`config.mk`:
```
export PLATFORM = sky130hd
export DESIGN_NAME = intra_4x4_mode_buf
export DESIGN_NICKNAME = d
export VERILOG_FILES = /design/src/rtl/intra_4x4_mode_buf_pkg.sv /design/src/rtl/intra_4x4_mode_line_ram.sv /design/src/rtl/intra_4x4_mode_buf.sv
export SDC_FILE = /design/constraint.sdc
export NUM_CORES = 1
export LEC_CHECK = 0
export ABC_CLOCK_PERIOD_IN_PS = 8500
export BUFFER_PORTS_ARGS = -buffer_cell sky130_fd_sc_hd__buf_4
export CORE_MARGIN = 10
export CORE_UTILIZATION = 50
export DETAILED_ROUTE_END_ITERATION = 16
export HOLD_SLACK_MARGIN = 0.08
export PLACE_DENSITY = 0.69
export SLEW_MARGIN = 20
export SYNTH_ARGS = -nofsm -noshare
export SYNTH_HDL_FRONTEND = slang
export SYNTH_SLANG_ARGS = --single-unit
```
`constraint.sdc`:
```
create_clock -name clk -period 8.5 [get_ports clk]
set_clock_uncertainty 0.05 [all_clocks]
set_input_delay 1.7 -clock clk [delete_from_list [all_inputs] [get_ports clk]]
set_output_delay 1.7 -clock clk [all_outputs]
set_load 0.03 [all_outputs]
```
`src/rtl/intra_4x4_mode_buf_pkg.sv`:
```
// Shared types, constants and 4x4 block-index helpers for the intra 4x4 mode buffer.
`ifndef PIC_W_MB_LEN
`define PIC_W_MB_LEN 4
`endif
`ifndef PIC_H_MB_LEN
`define PIC_H_MB_LEN 4
`endif

package intra_4x4_mode_buf_pkg;

  localparam int unsigned MODE_W = 4;
  localparam int unsigned REM_W  = 3;

  typedef logic [MODE_W-1:0] mode_t;
  typedef logic [REM_W-1:0]  rem_t;
  typedef logic [1:0]        coord_t;

  localparam mode_t DC_MODE = 4'd2;

  function automatic coord_t blk_bx(input logic [3:0] num);
    return {num[2], num[0]};
  endfunction

  function automatic coord_t blk_by(input logic [3:0] num);
    return {num[3], num[1]};
  endfunction

  function automatic logic [3:0] blk_idx(input coord_t bx, input coord_t by);
    return {by[1], bx[1], by[0], bx[0]};
  endfunction

  // Most-probable mode: min of left/top neighbour, DC if either is unavailable.
  function automatic mode_t pred_mode(input logic [3:0] num, input mode_t [15:0] cur,
                                      input mode_t [3:0] left, input mode_t [3:0] top,
                                      input logic left_mb_av, input logic top_mb_av,
                                      input mode_t dc);
    coord_t bx;
    coord_t by;
    logic   a_av;
    logic   b_av;
    mode_t  a;
    mode_t  b;
    bx   = blk_bx(num);
    by   = blk_by(num);
    a_av = (bx != 2'd0) || left_mb_av;
    b_av = (by != 2'd0) || top_mb_av;
    a    = (bx != 2'd0) ? cur[blk_idx(bx - 2'd1, by)] : left[by];
    b    = (by != 2'd0) ? cur[blk_idx(bx, by - 2'd1)] : top[bx];
    if (a_av && b_av) return (a < b) ? a : b;
    return dc;
  endfunction

endpackage

```
`src/rtl/intra_4x4_mode_line_ram.sv`:
```
// Single-port synchronous line RAM holding the bottom-row modes of each MB column.
module intra_4x4_mode_line_ram #(
  parameter int unsigned DEPTH = 16,
  parameter int unsigned AW    = 4,
  parameter int unsigned DW    = 16
) (
  input  logic          clk,
  input  logic          we,
  input  logic [AW-1:0] addr,
  input  logic [DW-1:0] wdata,
  output logic [DW-1:0] rdata
);

  logic [DW-1:0] mem [DEPTH];

  always_ff @(posedge clk) begin
    if (we) mem[addr] <= wdata;
    rdata <= mem[addr];
  end

endmodule

```
`src/rtl/intra_4x4_mode_buf.sv`:
```
// Intra 4x4 mode buffer: predicted-mode responder, neighbour storage and entropy read bank.
// Optional same-cycle write-to-query forwarding under `INTRA4X4_MODE_FWD_EN.
module intra_4x4_mode_buf
  import intra_4x4_mode_buf_pkg::*;
#(
  parameter int unsigned MB_W_MAX = 1 << `PIC_W_MB_LEN,
  parameter mode_t       DC_MODE  = intra_4x4_mode_buf_pkg::DC_MODE
) (
  input  logic                     clk,
  input  logic                     rst_n,
  input  logic [`PIC_W_MB_LEN-1:0] mb_x,
  input  logic [`PIC_H_MB_LEN-1:0] mb_y,
  input  logic                     mb_start_i,
  output logic                     ready_o,
  input  logic                     mb_done_i,
  input  logic                     mb_i4x4_i,
  input  logic [3:0]               i4x4_num_i,
  output logic [3:0]               i4x4_pred_mode_o,
  input  logic                     i4x4_min_val_i,
  input  logic [3:0]               i4x4_min_mode_i,
  input  logic [3:0]               i4x4_min_num_i,
  input  logic                     ec_rd_en_i,
  input  logic [3:0]               ec_rd_num_i,
  output logic                     ec_flag_o,
  output logic [2:0]               ec_rem_o,
  output logic                     ec_rdy_o
);

  localparam int unsigned AW = `PIC_W_MB_LEN;

  typedef enum logic [1:0] {IDLE, RD, ACTIVE, COMMIT} state_t;

  state_t                   state, state_nxt;
  logic [AW-1:0]            mb_x_q;
  logic [`PIC_H_MB_LEN-1:0] mb_y_q;
  mode_t [15:0]             cur, cur_view;
  logic  [15:0]             flag, ec_flag_bank;
  rem_t  [15:0]             rem, ec_rem_bank;
  mode_t [3:0]              left, top, row3, col3;
  logic                     i4x4_q;
  logic                     wr_en, wr_flag;
  mode_t                    wr_pred;
  rem_t                     wr_rem;
  logic                     ram_we;
  logic [AW-1:0]            ram_addr;
  logic [15:0]              ram_wdata, ram_rdata;

  intra_4x4_mode_line_ram #(
    .DEPTH (MB_W_MAX),
    .AW    (AW),
    .DW    (16)
  ) u_line_ram (
    .clk   (clk),
    .we    (ram_we),
    .addr  (ram_addr),
    .wdata (ram_wdata),
    .rdata (ram_rdata)
  );

  always_comb begin
    state_nxt = state;
    case (state)
      IDLE:    if (mb_start_i) state_nxt = RD;
      RD:      state_nxt = ACTIVE;
      ACTIVE:  if (mb_done_i) state_nxt = COMMIT;
      COMMIT:  state_nxt = IDLE;
      default: state_nxt = IDLE;
    endcase
  end

  assign ready_o = (state == IDLE);
  assign wr_en   = i4x4_min_val_i && (state == ACTIVE);

  always_comb begin
    cur_view = cur;
`ifdef INTRA4X4_MODE_FWD_EN
    if (wr_en) cur_view[i4x4_min_num_i] = i4x4_min_mode_i;
`endif
  end

  always_comb begin
    i4x4_pred_mode_o = DC_MODE;
    if (state == ACTIVE)
      i4x4_pred_mode_o = pred_mode(i4x4_num_i, cur_view, left, top,
                                   mb_x_q != '0, mb_y_q != '0, DC_MODE);
  end

  always_comb begin
    wr_pred = pred_mode(i4x4_min_num_i, cur, left, top, mb_x_q != '0, mb_y_q != '0, DC_MODE);
    wr_flag = (i4x4_min_mode_i == wr_pred);
    wr_rem  = (i4x4_min_mode_i < wr_pred) ? i4x4_min_mode_i[2:0] : rem_t'(i4x4_min_mode_i - 4'd1);
  end

  // Non-I4x4 MBs present DC to both the next MB and the row below.
  always_comb begin
    for (int unsigned i = 0; i < 4; i++) begin
      row3[i] = i4x4_q ? cur[blk_idx(coord_t'(i), 2'd3)] : DC_MODE;
      col3[i] = i4x4_q ? cur[blk_idx(2'd3, coord_t'(i))] : DC_MODE;
    end
  end

  assign ram_we    = (state == COMMIT);
  assign ram_addr  = (state == COMMIT) ? mb_x_q : mb_x;
  assign ram_wdata = row3;

  always_ff @(posedge clk or negedge rst_n) begin
    if (!rst_n) begin
      state        <= IDLE;
      mb_x_q       <= '0;
      mb_y_q       <= '0;
      cur          <= '0;
      flag         <= '0;
      rem          <= '0;
      left         <= '0;
      top          <= '0;
      i4x4_q       <= 1'b0;
      ec_flag_bank <= '0;
      ec_rem_bank  <= '0;
      ec_rdy_o     <= 1'b0;
      ec_flag_o    <= 1'b0;
      ec_rem_o     <= '0;
    end else begin
      state <= state_nxt;
      if (state == IDLE && mb_start_i) begin
        mb_x_q <= mb_x;
        mb_y_q <= mb_y;
      end
      if (state == RD) top <= ram_rdata;
      if (wr_en) begin
        cur[i4x4_min_num_i]  <= i4x4_min_mode_i;
        flag[i4x4_min_num_i] <= wr_flag;
        rem[i4x4_min_num_i]  <= wr_rem;
      end
      if (state == ACTIVE && mb_done_i) i4x4_q <= mb_i4x4_i;
      if (state == COMMIT) begin
        left         <= col3;
        ec_flag_bank <= flag;
        ec_rem_bank  <= rem;
        ec_rdy_o     <= 1'b1;
      end
      if (ec_rd_en_i) begin
        ec_flag_o <= ec_flag_bank[ec_rd_num_i];
        ec_rem_o  <= ec_rem_bank[ec_rd_num_i];
      end
    end
  end

endmodule
```
==> insert_results.sql, run 1 <==
INSERT INTO impl_metrics (metric_group, metric, value, unit) VALUES
('cts', 'postCtsSetupRepairBufs', '0', ''),
('global_routing', 'initial_antenna_violation_count', '1', ''),
('synth', 'syn_nets', '1476', ''),
('power_and_ir_drop', 'cell_internal_pwr', '0.00581', 'W'),
('floorplanning', 'floorplan.core_area', '45500', 'um2'),
('cts', 'cts-buffers-inserted', '52', ''),
('route', 'drc', '0', ''),
('route', 'dr.pass1.iters', '5', ''),
('setup_path', 'critPathRequiredTime', '6.75', 'ns'),
('synth', 'synth_mux_area_share', '26.4', '%'),
('finish', 'syn2layout_area_growth', '11.1', '%'),
('setup_path', 'worst-path-max-fanout', '41', ''),
('finish', 'fill_cells', '3532', ''),
('cts', 'cts_htree_levels', '2', ''),
('sta', 'setup_tns', '0', 'ns'),
('synth', 'synth.top_cells.by_count', 'sky130_fd_sc_hd__edfxtp_1 (256), sky130_fd_sc_hd__dfrtp_1 (240), sky130_fd_sc_hd__mux2_2 (181)', ''),
('sta', 'hold_viol_final', '0', ''),
('sta', 'timing.slew.headroom', '23.7', '%'),
('cts', 'tritoncts', 'done', ''),
('finish', 'final_core_utilization', '56.4', '%'),
('finish', 'stdcell_area', '25600', 'um2'),
('synth', 'synth_seq_area_share', '60.7', '%'),
('floorplanning', 'die_w', '235', 'um'),
('power_and_ir_drop', 'power_density', '333', 'nW/um2'),
('setup_path', 'r2r_cells', '15', ''),
('setup_path', 'worst_setup_path_start_kind', 'primary input', ''),
('floorplanning', 'core.rowCount', '78', ''),
('route', 'routed-via-count', '13000', ''),
('cts', 'cts_root_buf', 'sky130_fd_sc_hd__clkbuf_16', ''),
('cts', 'clkLatencyLatePin', '0.61', 'ns'),
('setup_path', 'setup.worst_path.class', 'in2out', ''),
('synth', 'yosys_warnings', '0', ''),
('route', 'antenna_violating_nets_post_route', '0', ''),
('setup_path', 'critical_path.reg2reg.startpoint', 'cur[59]$_DFFE_PN0P_', ''),
('sta', 'finish_stage_setup_viols', '0', ''),
('synth', 'synth_top_cell_by_area', 'sky130_fd_sc_hd__edfxtp_1', ''),
('setup_path', 'worst_path_max_delay_cell', 'sky130_fd_sc_hd__ha_1', ''),
('placed_design', 'detailed_place_hpwl', '34900', 'um'),
('placed_design', 'detailed_place.area', '24000', 'um2'),
('placed_design', 'port_bufs', '40', ''),
('setup_path', 'worst-path-stages', '14', ''),
('global_routing', 'global_route.usage.total', '19.5', '%'),
('route', 'via_per_inst', '6.20', ''),
('sta', 'report.final.slew_viol_count', '0', ''),
('synth', 'share_of_synthesized_flip_flops_with_an_asynchronous_set_or_reset', '46.9', '%'),
('sta', 'min_period_over_period', '83.5', '%'),
('synth', 'postSynthCellCount', '1425', ''),
('finish', 'antenna-diode-count', '0', ''),
('setup_path', 'critical_path.cell_chain', 'buf_4 -> inv_1 -> ha_1 -> nor2b_1 -> a2111oi_2 -> nor3_1 -> ha_1 -> o21a_1 -> nor2_1 -> nor2_1 -> a31o_2 -> or2_2 -> mux2_2 -> buf_4', ''),
('synth', 'synth_simple_gate_area_share', '5.11', '%'),
('power_and_ir_drop', 'net-switching-power', '0.00272', 'W'),
('route', 'routedWlPerCell', '25.9', 'um'),
('sta', 'final_period_minus_worst_setup_slack', '7.10', 'ns'),
('global_routing', 'global_route_wire_length_before_repair', '84200', 'um'),
('synth', 'complex_gate_fraction_of_the_synthesized_area', '3.93', '%'),
('setup_path', 'cp_data_arrival_time', '5.35', 'ns'),
('power_and_ir_drop', 'seq_power_share', '44.6', '%'),
('route', 'drt_first_iter_violations', '1368', ''),
('route', 'drt-total-wl', '54400', 'um'),
('sta', 'max_freq', '141', 'MHz'),
('setup_path', 'end_kind', 'output pin', ''),
('synth', 'ys.flop_type', 'sky130_fd_sc_hd__edfxtp_1', ''),
('cts', 'postCtsResizedCells', '0', ''),
('synth', 'synth_xor_area_share', '0.114', '%'),
('outcome', 'outcome', 'complete, no violations', ''),
('global_routing', 'pin_count_of_the_biggest_net_entering_global_routing', '91', ''),
('setup_path', 'worstSetupEndpoint', 'i4x4_pred_mode_o[2]', ''),
('sta', 'worst-slew-pin-transition', '1.14', 'ns'),
('synth', 'postSynthRegisterBits', '512', ''),
('power_and_ir_drop', 'clockPowerShare', '25.9', '%'),
('power_and_ir_drop', 'power.leakage', '9.87', 'nW');
## logic make-up after synthesis
| family | count (synthesis) |
|---|---|
| buffers and inverters | 122 |
| muxes | 369 |
| and+or+nand+nor | 252 |
| xor gates and xnor gates | 3 |
| DFF | 512 |
| AOI/OAI and AO/OA | 147 |
| adders and majority gates | 20 |
## worst register-to-register path: cells and delay by family, from the launching register on
family,cells,cell delay [ns]
flip-flops,1,0.53
AO/OA/AOI/OAI,6,1.09
AND/OR/NAND/NOR,1,0.11
buffers and inverters,1,0.06
adder cells (fa/ha/maj),2,0.59
XOR/XNOR,1,0.58
multiplexers,4,1.70
## power by group through the flow
stage | clock [W] | combinational [W] | sequential [W]
final | 0.00221 | 0.00251 | 0.00381
after global placement | 0 | 0.00245 | 0.00382
after detailed placement | 0 | 0.00251 | 0.00385
after CTS | 0.00226 | 0.00253 | 0.00380
after global routing | 0.00236 | 0.00273 | 0.00387
after floorplan | 0 | 0.00191 | 0.00360
## area by class of cell
class	instances	area (um2)	area share, %
clock buffer	73	1420	5.54
clock inverter	24	244	0.951
inverter	33	124	0.483
multi-input combinational	791	8570	33.4
sequential	512	14000	54.6
tap	600	751	2.93
timing repair buffer	68	518	2.02
## how the worst min path moves through the flow
stage	startpoint	end	slack, ns	cells after the start
6_report	u_line_ram.rdata[12]$_DFF_P_	top[12]$_DFFE_PN0N_	0.41	1
5_1_grt	u_line_ram.rdata[12]$_DFF_P_	top[12]$_DFFE_PN0N_	0.43	1
4_1_cts	u_line_ram.rdata[6]$_DFF_P_	top[6]$_DFFE_PN0N_	0.42	1
3_5_place_dp	u_line_ram.rdata[12]$_DFF_P_	top[12]$_DFFE_PN0N_	0.40	1
3_3_place_gp	u_line_ram.rdata[0]$_DFF_P_	top[0]$_DFFE_PN0N_	0.39	1
2_1_floorplan	u_line_ram.rdata[0]$_DFF_P_	top[0]$_DFFE_PN0N_	0.39	1
## stage by stage
step                setup slack (ns)  power [W]  instances
floorplan                       1.42    0.00550       1425
global placement                1.53    0.00627       2004
detailed placement              1.27    0.00636       2004
CTS                             1.45    0.00859       2101
global route                    1.18    0.00897       2101
finish                          1.40    0.00853       2101
## per-layer routing
metal / global-route usage [%] / wire [um] / vias to the layer above / part of all wire, %
li1: - / - / 5602 / -
met1: 26.9 / 23100 / 6869 / 42
met2: 31.3 / 26500 / 467 / 49
met3: 3.16 / 3310 / 97 / 6.1
met4: 6.26 / 1550 / 0 / 2.8
met5: 0 / 0 / - / 0
## state kept, by name, summed over array words and instances (netlist names), 48 cells and up
register / count
u_line_ram.mem: 256
cur: 64
ec_rem_bank: 48
rem: 48
## placed cells by master, fill, tap and decap left out, drive strengths merged, types with 10 or more instances in the layout
cell / netlist / final
nor2: 68 / 68
dfrtp: 240 / 240
a211oi: 19 / 19
inv: 32 / 32
mux2: 181 / 181
a31oi: 22 / 22
dfxtp: 16 / 16
mux2i: 21 / 21
o21ai: 48 / 48
a21oi: 28 / 28
and2: 29 / 29
edfxtp: 256 / 256
nor3: 10 / 10
clkinv: 1 / 20
buf: 37 / 68
clkbuf: 52 / 73
nand3: 16 / 16
ha: 20 / 20
nand2: 93 / 93
mux4: 167 / 167
Note: power is estimated with default switching activity, not from simulation.
==> run 2, diff against run 1 <==
--- a/config.mk
+++ b/config.mk
@@ -5,7 +5,7 @@
 export SDC_FILE = /design/constraint.sdc
 export NUM_CORES = 1
 export LEC_CHECK = 0
-export ABC_CLOCK_PERIOD_IN_PS = 8500
+export ABC_CLOCK_PERIOD_IN_PS = 7400
 export BUFFER_PORTS_ARGS = -buffer_cell sky130_fd_sc_hd__buf_4
 export CORE_MARGIN = 10
 export CORE_UTILIZATION = 50
==> constraint.sdc (replaced) <==
create_clock -name clk -period 7.4 [get_ports clk]
set_clock_uncertainty 0.05 [all_clocks]
set_input_delay 1.48 -clock clk [delete_from_list [all_inputs] [get_ports clk]]
set_output_delay 1.48 -clock clk [all_outputs]
set_load 0.03 [all_outputs]
==> run 2 against run 1 <==
Critical path type unchanged. Core utilization is 0.53 points higher. Critical path depth is the same. Global-route usage rose by 0.33 points. Largest cell class unchanged.
==> insert_results.sql, run 2 (same netlist as run 1, synthesis figures left out) <==
INSERT INTO impl_metrics (metric_group, metric, value, unit) VALUES
('global_routing', 'initial_antenna_violation_count', '1', ''),
('setup_path', 'critPathRequiredTime', '5.87', 'ns'),
('floorplanning', 'die_w', '235', 'um'),
('route', 'routed-via-count', '13200', ''),
('sta', 'final_period_minus_worst_setup_slack', '6.48', 'ns'),
('cts', 'cts-buffers-inserted', '53', ''),
('finish', 'largestRegisters', 'u_line_ram.mem x256, cur x64', ''),
('cts', 'clkLatencyLatePin', '0.61', 'ns'),
('global_routing', 'global_route_wire_length_before_repair', '85200', 'um'),
('setup_path', 'worst_path_max_delay_cell', 'sky130_fd_sc_hd__ha_1', ''),
('cts', 'numClockSinks', '512', ''),
('placed_design', 'detailed_place_hpwl', '34700', 'um'),
('setup_path', 'end_kind', 'output pin', ''),
('power_and_ir_drop', 'maximum_vdd_ir_drop', '0.231', 'mV'),
('finish', 'layout.cells.most_common', 'sky130_fd_sc_hd__edfxtp_1', ''),
('global_routing', 'globalRoute.busiestLayer', 'met2', ''),
('finish', 'top_register', 'u_line_ram.mem', ''),
('finish', 'max_reg_flops', '256', ''),
('cts', 'cts_root_buf', 'sky130_fd_sc_hd__clkbuf_16', ''),
('sta', 'finish_stage_setup_viols', '0', ''),
('sta', 'timing.final.ws_setup', '0.917', 'ns'),
('sta', 'report.final.slew_viol_count', '0', ''),
('power_and_ir_drop', 'combinationalPowerShare', '28.6', '%'),
('setup_path', 'critical_path.reg2reg.startpoint', 'cur[59]$_DFFE_PN0P_', ''),
('worst_hold_path', 'hp-class', 'reg2reg', ''),
('floorplanning', 'initial_utilization', '50.8', '%'),
('job', 'count_of_maximum_capacitance_violations', '0', ''),
('route', 'dr.pass1.iters', '5', ''),
('sta', 'timing.slew.headroom', '25.2', '%'),
('global_routing', 'globalRouteMet1Util', '26.3', '%'),
('setup_path', 'path_delay_family', 'adder cells', ''),
('setup_path', 'crit_path_max_incr_delay', '0.62', 'ns'),
('floorplanning', 'dieArea', '55200', 'um2'),
('power_and_ir_drop', 'power_density', '389', 'nW/um2'),
('cts', 'postCtsResizedCells', '0', ''),
('route', 'antenna_violating_nets_post_route', '0', ''),
('finish', 'layoutNonFillerInstCount', '2104', ''),
('floorplanning', 'core.rowCount', '78', ''),
('setup_path', 'setup.worst_path.class', 'in2out', ''),
('worst_hold_path', 'hold_path_startpoint', 'u_line_ram.rdata[6]$_DFF_P_', ''),
('route', 'drt-total-wl', '54800', 'um'),
('global_routing', 'gr-usage-met3', '3.81', '%'),
('route', 'drc', '0', ''),
('global_routing', 'grt_pass1_vias', '13600', ''),
('placed_design', 'dp_worst_setup_slack', '0.966', 'ns'),
('sta', 'max_freq', '154', 'MHz'),
('placed_design', 'detailed_place.area', '24000', 'um2'),
('global_routing', 'pin_count_of_the_biggest_net_entering_global_routing', '177', ''),
('power_and_ir_drop', 'switching_share', '31.4', '%'),
('sta', 'rsz0062_at_grt', 'no', ''),
('floorplanning', 'floorplan.core_area', '45500', 'um2'),
('power_and_ir_drop', 'clockPowerShare', '27.9', '%'),
('finish', 'most-common-layout-cells', 'sky130_fd_sc_hd__edfxtp_1 (256), sky130_fd_sc_hd__dfrtp_1 (240), sky130_fd_sc_hd__mux2_2 (181)', ''),
('cts', 'cts_htree_levels', '2', ''),
('setup_path', 'cp_data_arrival_time', '4.95', 'ns'),
('sta', 'hold_viol_final', '0', ''),
('finish', 'multiInputGateArea', '8600', 'um2'),
('cts', 'number_of_hold_buffers_added_after_cts', '0', ''),
('cts', 'tritoncts', 'done', ''),
('placed_design', 'port_bufs', '40', ''),
('finish', 'nets', '1509', ''),
('power_and_ir_drop', 'net-switching-power', '0.00316', 'W'),
('cts', 'max-clock-path-buffers', '3', ''),
('power_and_ir_drop', 'power.leakage', '9.97', 'nW'),
('cts', 'clk_pin_slew_worst_paths', '0.06', 'ns'),
('sta', 'worst-slew-pin-transition', '1.12', 'ns'),
('route', 'routedWlPerCell', '26.0', 'um'),
('route', 'drt_first_iter_violations', '1458', ''),
('floorplanning', 'num_io_pins', '41', ''),
('setup_path', 'worst_setup_path_start_kind', 'primary input', ''),
('finish', 'layout-drive-gt1-share', '34.6', '%'),
('finish', 'fill_cells', '3538', ''),
('global_routing', 'grt-ovfl-total', '0', ''),
('sta', 'setup_tns', '0', 'ns'),
('setup_path', 'crit_buf_inv', '3', ''),
('setup_path', 'worst-path-max-fanout', '30', ''),
('power_and_ir_drop', 'seq_power_share', '43.5', '%'),
('floorplanning', 'die-height', '235', 'um'),
('power_and_ir_drop', 'cell_internal_pwr', '0.00691', 'W'),
('placed_design', 'placed_cells_incl_taps', '2003', ''),
('sta', 'min_period_over_period', '87.6', '%'),
('outcome', 'outcome', 'complete, no violations', ''),
('finish', 'area.sequential', '14000', 'um2'),
('global_routing', 'globalRouteMet2Util', '32.1', '%'),
('finish', 'syn2layout_area_growth', '12.1', '%'),
('route', 'via_per_inst', '6.26', ''),
('placed_design', 'routabilityCongestion', '0.970', ''),
('finish', 'stdcell_area', '25900', 'um2'),
('cts', 'postCtsSetupRepairBufs', '0', ''),
('setup_path', 'critical_path.cell_chain', 'buf_4 -> inv_1 -> ha_1 -> nor2b_1 -> a2111oi_2 -> nor3_1 -> ha_1 -> o21a_1 -> nor2_1 -> nor2_1 -> a31o_2 -> or2_2 -> mux2_2 -> buf_4', ''),
('global_routing', 'global_route.usage.total', '19.9', '%'),
('setup_path', 'critPathLaunch', 'i4x4_num_i[0]', '');
-- run 2: path summary, 6_finish.rpt --
check                                         to  slack (ns)  cells after the start
min                           top[6]$_DFFE_PN0N_        0.41                      1
max in group asynchronous  ec_flag_o$_DFFE_PN0P_        5.25                      2
max reg2reg                  rem[45]$_DFFE_PN0P_        2.66                     15
min in group asynchronous    left[2]$_DFFE_PN0P_        0.74                      1
min reg2reg                   top[6]$_DFFE_PN0N_        0.41                      1
max                          i4x4_pred_mode_o[2]        0.92                     14
-- run 2: through the flow --
| step | total power [W] | util, % | hold slack, ns |
|---|---|---|---|
| floorplan | 0.00632 | - | 0.389 |
| global placement | 0.00719 | 52.7 | 0.391 |
| detailed placement | 0.00729 | 52.7 | 0.402 |
| CTS | 0.0101 | 56.9 | 0.416 |
| global route | 0.0106 | 56.9 | 0.428 |
| finish | 0.0101 | 56.9 | 0.415 |
-- run 2: power groups by stage --
stage          logic, W  clock network, W  registers [W]
2_1_floorplan   0.00219                 0        0.00413
3_3_place_gp    0.00279                 0        0.00439
3_5_place_dp    0.00287                 0        0.00442
4_1_cts         0.00288           0.00285        0.00437
5_1_grt         0.00313           0.00297        0.00445
6_report        0.00288           0.00281        0.00438
-- run 2: final cells by class --
| cell class | count | share of cell area [%] |
|---|---|---|
| multi-input cells | 791 | 33.2 |
| clock inverters | 29 | 1.40 |
| clock buffers | 71 | 5.82 |
| repair buffers | 67 | 2.02 |
| well taps | 600 | 2.90 |
| inverters | 33 | 0.479 |
| flip-flops and latches | 512 | 54.1 |
| diodes | 1 | 0.00967 |
-- run 2: worst reg2reg max path, stage by stage (launching register included) --
cell                       delay (ns)
sky130_fd_sc_hd__dfrtp_1         0.53
sky130_fd_sc_hd__mux4_2          0.53
sky130_fd_sc_hd__mux4_2          0.45
sky130_fd_sc_hd__mux2_2          0.33
sky130_fd_sc_hd__ha_1            0.29
sky130_fd_sc_hd__o21ai_0         0.08
sky130_fd_sc_hd__nand2b_1        0.10
sky130_fd_sc_hd__inv_1           0.06
sky130_fd_sc_hd__a31oi_1         0.25
sky130_fd_sc_hd__mux2_2          0.39
sky130_fd_sc_hd__ha_1            0.31
sky130_fd_sc_hd__o21a_1          0.12
sky130_fd_sc_hd__o21a_1          0.12
sky130_fd_sc_hd__nor2_1          0.08
sky130_fd_sc_hd__xnor2_1         0.69
sky130_fd_sc_hd__mux2_2          0.30
-- run 2: per-layer routing --
layer / vias to the layer above / routed length, um
met5: - / 0
met4: 0 / 2010
met3: 119 / 3830
met2: 541 / 26300
met1: 6899 / 22600
li1: 5606 / -
==> run 3, diff against run 2 <==
--- a/config.mk
+++ b/config.mk
@@ -9,6 +9,7 @@
 export BUFFER_PORTS_ARGS = -buffer_cell sky130_fd_sc_hd__buf_4
 export CORE_MARGIN = 10
 export CORE_UTILIZATION = 50
+export CTS_BUF_LIST = sky130_fd_sc_hd__clkbuf_8
 export DETAILED_ROUTE_END_ITERATION = 16
 export HOLD_SLACK_MARGIN = 0.08
 export PLACE_DENSITY = 0.69
==> run 3 against run 2 <==
Maximum frequency decreased by 0.93%. Final area decreased by 0.51%. Sequential power about the same. Worst hold slack got worse by 0.0017 ns. Die area unchanged. Critical path depth unchanged. Cell count increased by 2.6%. First-iteration DRC count decreased by 9.5%. Critical path type unchanged.
==> insert_results.sql, run 3 (same netlist as run 1, synthesis figures left out) <==
INSERT INTO impl_metrics (metric_group, metric, value, unit) VALUES
('floorplanning', 'die_w', '235', 'um'),
('sta', 'rsz0062_at_grt', 'no', ''),
('finish', 'nets', '1542', ''),
('route', 'routed-via-count', '13300', ''),
('setup_path', 'cp_data_arrival_time', '5.01', 'ns'),
('job', 'count_of_maximum_capacitance_violations', '0', ''),
('cts', 'cts-buffers-inserted', '85', ''),
('sta', 'worst-slew-pin-transition', '1.09', 'ns'),
('sta', 'timing.slew.headroom', '27.3', '%'),
('cts', 'numClockSinks', '512', ''),
('setup_path', 'worst-path-max-fanout', '30', ''),
('placed_design', 'port_bufs', '40', ''),
('setup_path', 'critical_path.reg2reg.startpoint', 'cur[59]$_DFFE_PN0P_', ''),
('setup_path', 'timing.rr.end', 'rem[39]$_DFFE_PN0P_', ''),
('power_and_ir_drop', 'power_density', '379', 'nW/um2'),
('placed_design', 'dp_worst_setup_slack', '0.966', 'ns'),
('power_and_ir_drop', 'power.leakage', '10.1', 'nW'),
('setup_path', 'crit_buf_inv', '3', ''),
('setup_path', 'critical_path.cell_chain', 'buf_4 -> inv_1 -> ha_1 -> nor2b_1 -> a2111oi_2 -> nor3_1 -> ha_1 -> o21a_1 -> nor2_1 -> nor2_1 -> a31o_2 -> or2_2 -> mux2_2 -> buf_4', ''),
('floorplanning', 'floorplan.core_area', '45500', 'um2'),
('setup_path', 'worst_path_max_delay_cell', 'sky130_fd_sc_hd__ha_1', ''),
('cts', 'clkLatencyLatePin', '0.67', 'ns'),
('power_and_ir_drop', 'maximum_vdd_ir_drop', '0.182', 'mV'),
('finish', 'antenna-diode-count', '0', ''),
('global_routing', 'pin_count_of_the_biggest_net_entering_global_routing', '177', ''),
('sta', 'timing.final.ws_setup', '0.856', 'ns'),
('finish', 'top_register', 'u_line_ram.mem', ''),
('cts', 'clk_pin_slew_worst_paths', '0.05', 'ns'),
('route', 'routedWlPerCell', '25.6', 'um'),
('sta', 'report.final.slew_viol_count', '0', ''),
('global_routing', 'global_route.usage.total', '20.0', '%'),
('finish', 'layout-drive-gt1-share', '35.7', '%'),
('global_routing', 'grt_pass1_vias', '13700', ''),
('worst_hold_path', 'hold_end', 'top[6]$_DFFE_PN0N_', ''),
('setup_path', 'critPathRequiredTime', '5.87', 'ns'),
('worst_hold_path', 'hp-class', 'reg2reg', ''),
('finish', 'largestRegisters', 'u_line_ram.mem x256, cur x64', ''),
('worst_hold_path', 'worstHoldPathCells', '1', ''),
('cts', 'tritoncts', 'done', ''),
('cts', 'max-clock-path-buffers', '3', ''),
('setup_path', 'crit_path_max_incr_delay', '0.63', 'ns'),
('finish', 'fill_cells', '3581', ''),
('finish', 'max_reg_flops', '256', ''),
('placed_design', 'detailed_place_hpwl', '34700', 'um'),
('finish', 'most-common-layout-cells', 'sky130_fd_sc_hd__edfxtp_1 (256), sky130_fd_sc_hd__dfrtp_1 (240), sky130_fd_sc_hd__mux2_2 (181)', ''),
('cts', 'cts_htree_levels', '3', ''),
('floorplanning', 'num_io_pins', '41', ''),
('setup_path', 'end_kind', 'output pin', ''),
('route', 'drt_first_iter_violations', '1320', ''),
('floorplanning', 'core.rowCount', '78', ''),
('route', 'drt-total-wl', '55200', 'um'),
('finish', 'final_core_utilization', '56.6', '%'),
('floorplanning', 'dieArea', '55200', 'um2'),
('setup_path', 'r2r_cells', '15', ''),
('floorplanning', 'initial_utilization', '50.8', '%'),
('global_routing', 'global_route_wire_length_before_repair', '85300', 'um'),
('setup_path', 'path_delay_family', 'adder cells', ''),
('route', 'drc', '0', ''),
('sta', 'finish_stage_setup_viols', '0', ''),
('finish', 'layout.cells.most_common', 'sky130_fd_sc_hd__edfxtp_1', ''),
('outcome', 'outcome', 'complete, no violations', ''),
('finish', 'layoutNonFillerInstCount', '2159', ''),
('sta', 'setup_tns', '0', 'ns'),
('setup_path', 'setup.reg_to_reg.worst_slack', '2.68', 'ns'),
('setup_path', 'worst_setup_path_start_kind', 'primary input', ''),
('cts', 'number_of_hold_buffers_added_after_cts', '0', ''),
('cts', 'postCtsResizedCells', '0', ''),
('global_routing', 'initial_antenna_violation_count', '0', ''),
('sta', 'hold_viol_final', '0', ''),
('cts', 'cts_root_buf', 'sky130_fd_sc_hd__clkbuf_8', ''),
('placed_design', 'routabilityCongestion', '0.970', ''),
('finish', 'syn2layout_area_growth', '11.5', '%'),
('global_routing', 'grt-ovfl-total', '0', ''),
('route', 'dr.pass1.iters', '5', ''),
('sta', 'max_freq', '153', 'MHz'),
('cts', 'postCtsSetupRepairBufs', '0', ''),
('route', 'via_per_inst', '6.15', ''),
('route', 'antenna_violating_nets_post_route', '0', ''),
('placed_design', 'placed_cells_incl_taps', '2003', ''),
('sta', 'whs', '0.413', 'ns'),
('sta', 'final_period_minus_worst_setup_slack', '6.54', 'ns'),
('floorplanning', 'die-height', '235', 'um'),
('worst_hold_path', 'hold_path_startpoint', 'u_line_ram.rdata[6]$_DFF_P_', ''),
('sta', 'min_period_over_period', '88.4', '%'),
('setup_path', 'setup.worst_path.class', 'in2out', '');
-- run 3: worst max path at each step --
stage | end | from | depth (start not counted) | slack, ns
3_3_place_gp | i4x4_pred_mode_o[2] | i4x4_num_i[0] | 14 | 1.0
6_report | i4x4_pred_mode_o[2] | i4x4_num_i[0] | 14 | 0.86
5_1_grt | i4x4_pred_mode_o[2] | i4x4_num_i[0] | 14 | 0.71
2_1_floorplan | i4x4_pred_mode_o[1] | i4x4_num_i[0] | 17 | 0.76
3_5_place_dp | i4x4_pred_mode_o[2] | i4x4_num_i[0] | 14 | 0.97
4_1_cts | i4x4_pred_mode_o[2] | i4x4_num_i[0] | 14 | 0.92
-- run 3: power by group --
group | internal [W] | switching (W)
combinational | 0.00143 | 0.00144
sequential | 0.00379 | 0.000593
clock | 0.00138 | 0.00113
total | 0.00661 | 0.00316
-- run 3: layout make-up --
type / instances / area [um2] / area share (%)
Sequential cell: 512 / 14000 / 54.4
Clock buffer: 101 / 1390 / 5.40
Clock inverter: 54 / 342 / 1.33
Timing Repair Buffer: 68 / 534 / 2.07
Inverter: 33 / 124 / 0.481
Multi-Input combinational cell: 791 / 8600 / 33.4
Tap cell: 600 / 751 / 2.92
-- run 3: through the flow --
step | total power, W | cell area [um2]
floorplan | 0.00632 | 23100
global placement | 0.00719 | 24000
detailed placement | 0.00729 | 24000
CTS | 0.00981 | 25700
global route | 0.0103 | 25800
finish | 0.00977 | 25800
-- run 3: routing by layer --
layer	routed length (um)	track usage, %
met1	22800	26.0
met4	1450	6.73
met2	27500	32.5
met3	3490	4.55
met5	0	0
-- run 3: worst reg2reg max path: cells and delay by family (launching register included) --
family | cells | cell delay [ns]
AO/OA/AOI/OAI | 4 | 0.57
XOR/XNOR | 1 | 0.68
adder cells (fa/ha/maj) | 2 | 0.60
buffers and inverters | 1 | 0.06
flip-flops | 1 | 0.53
multiplexers | 5 | 1.98
AND/OR/NAND/NOR | 2 | 0.18
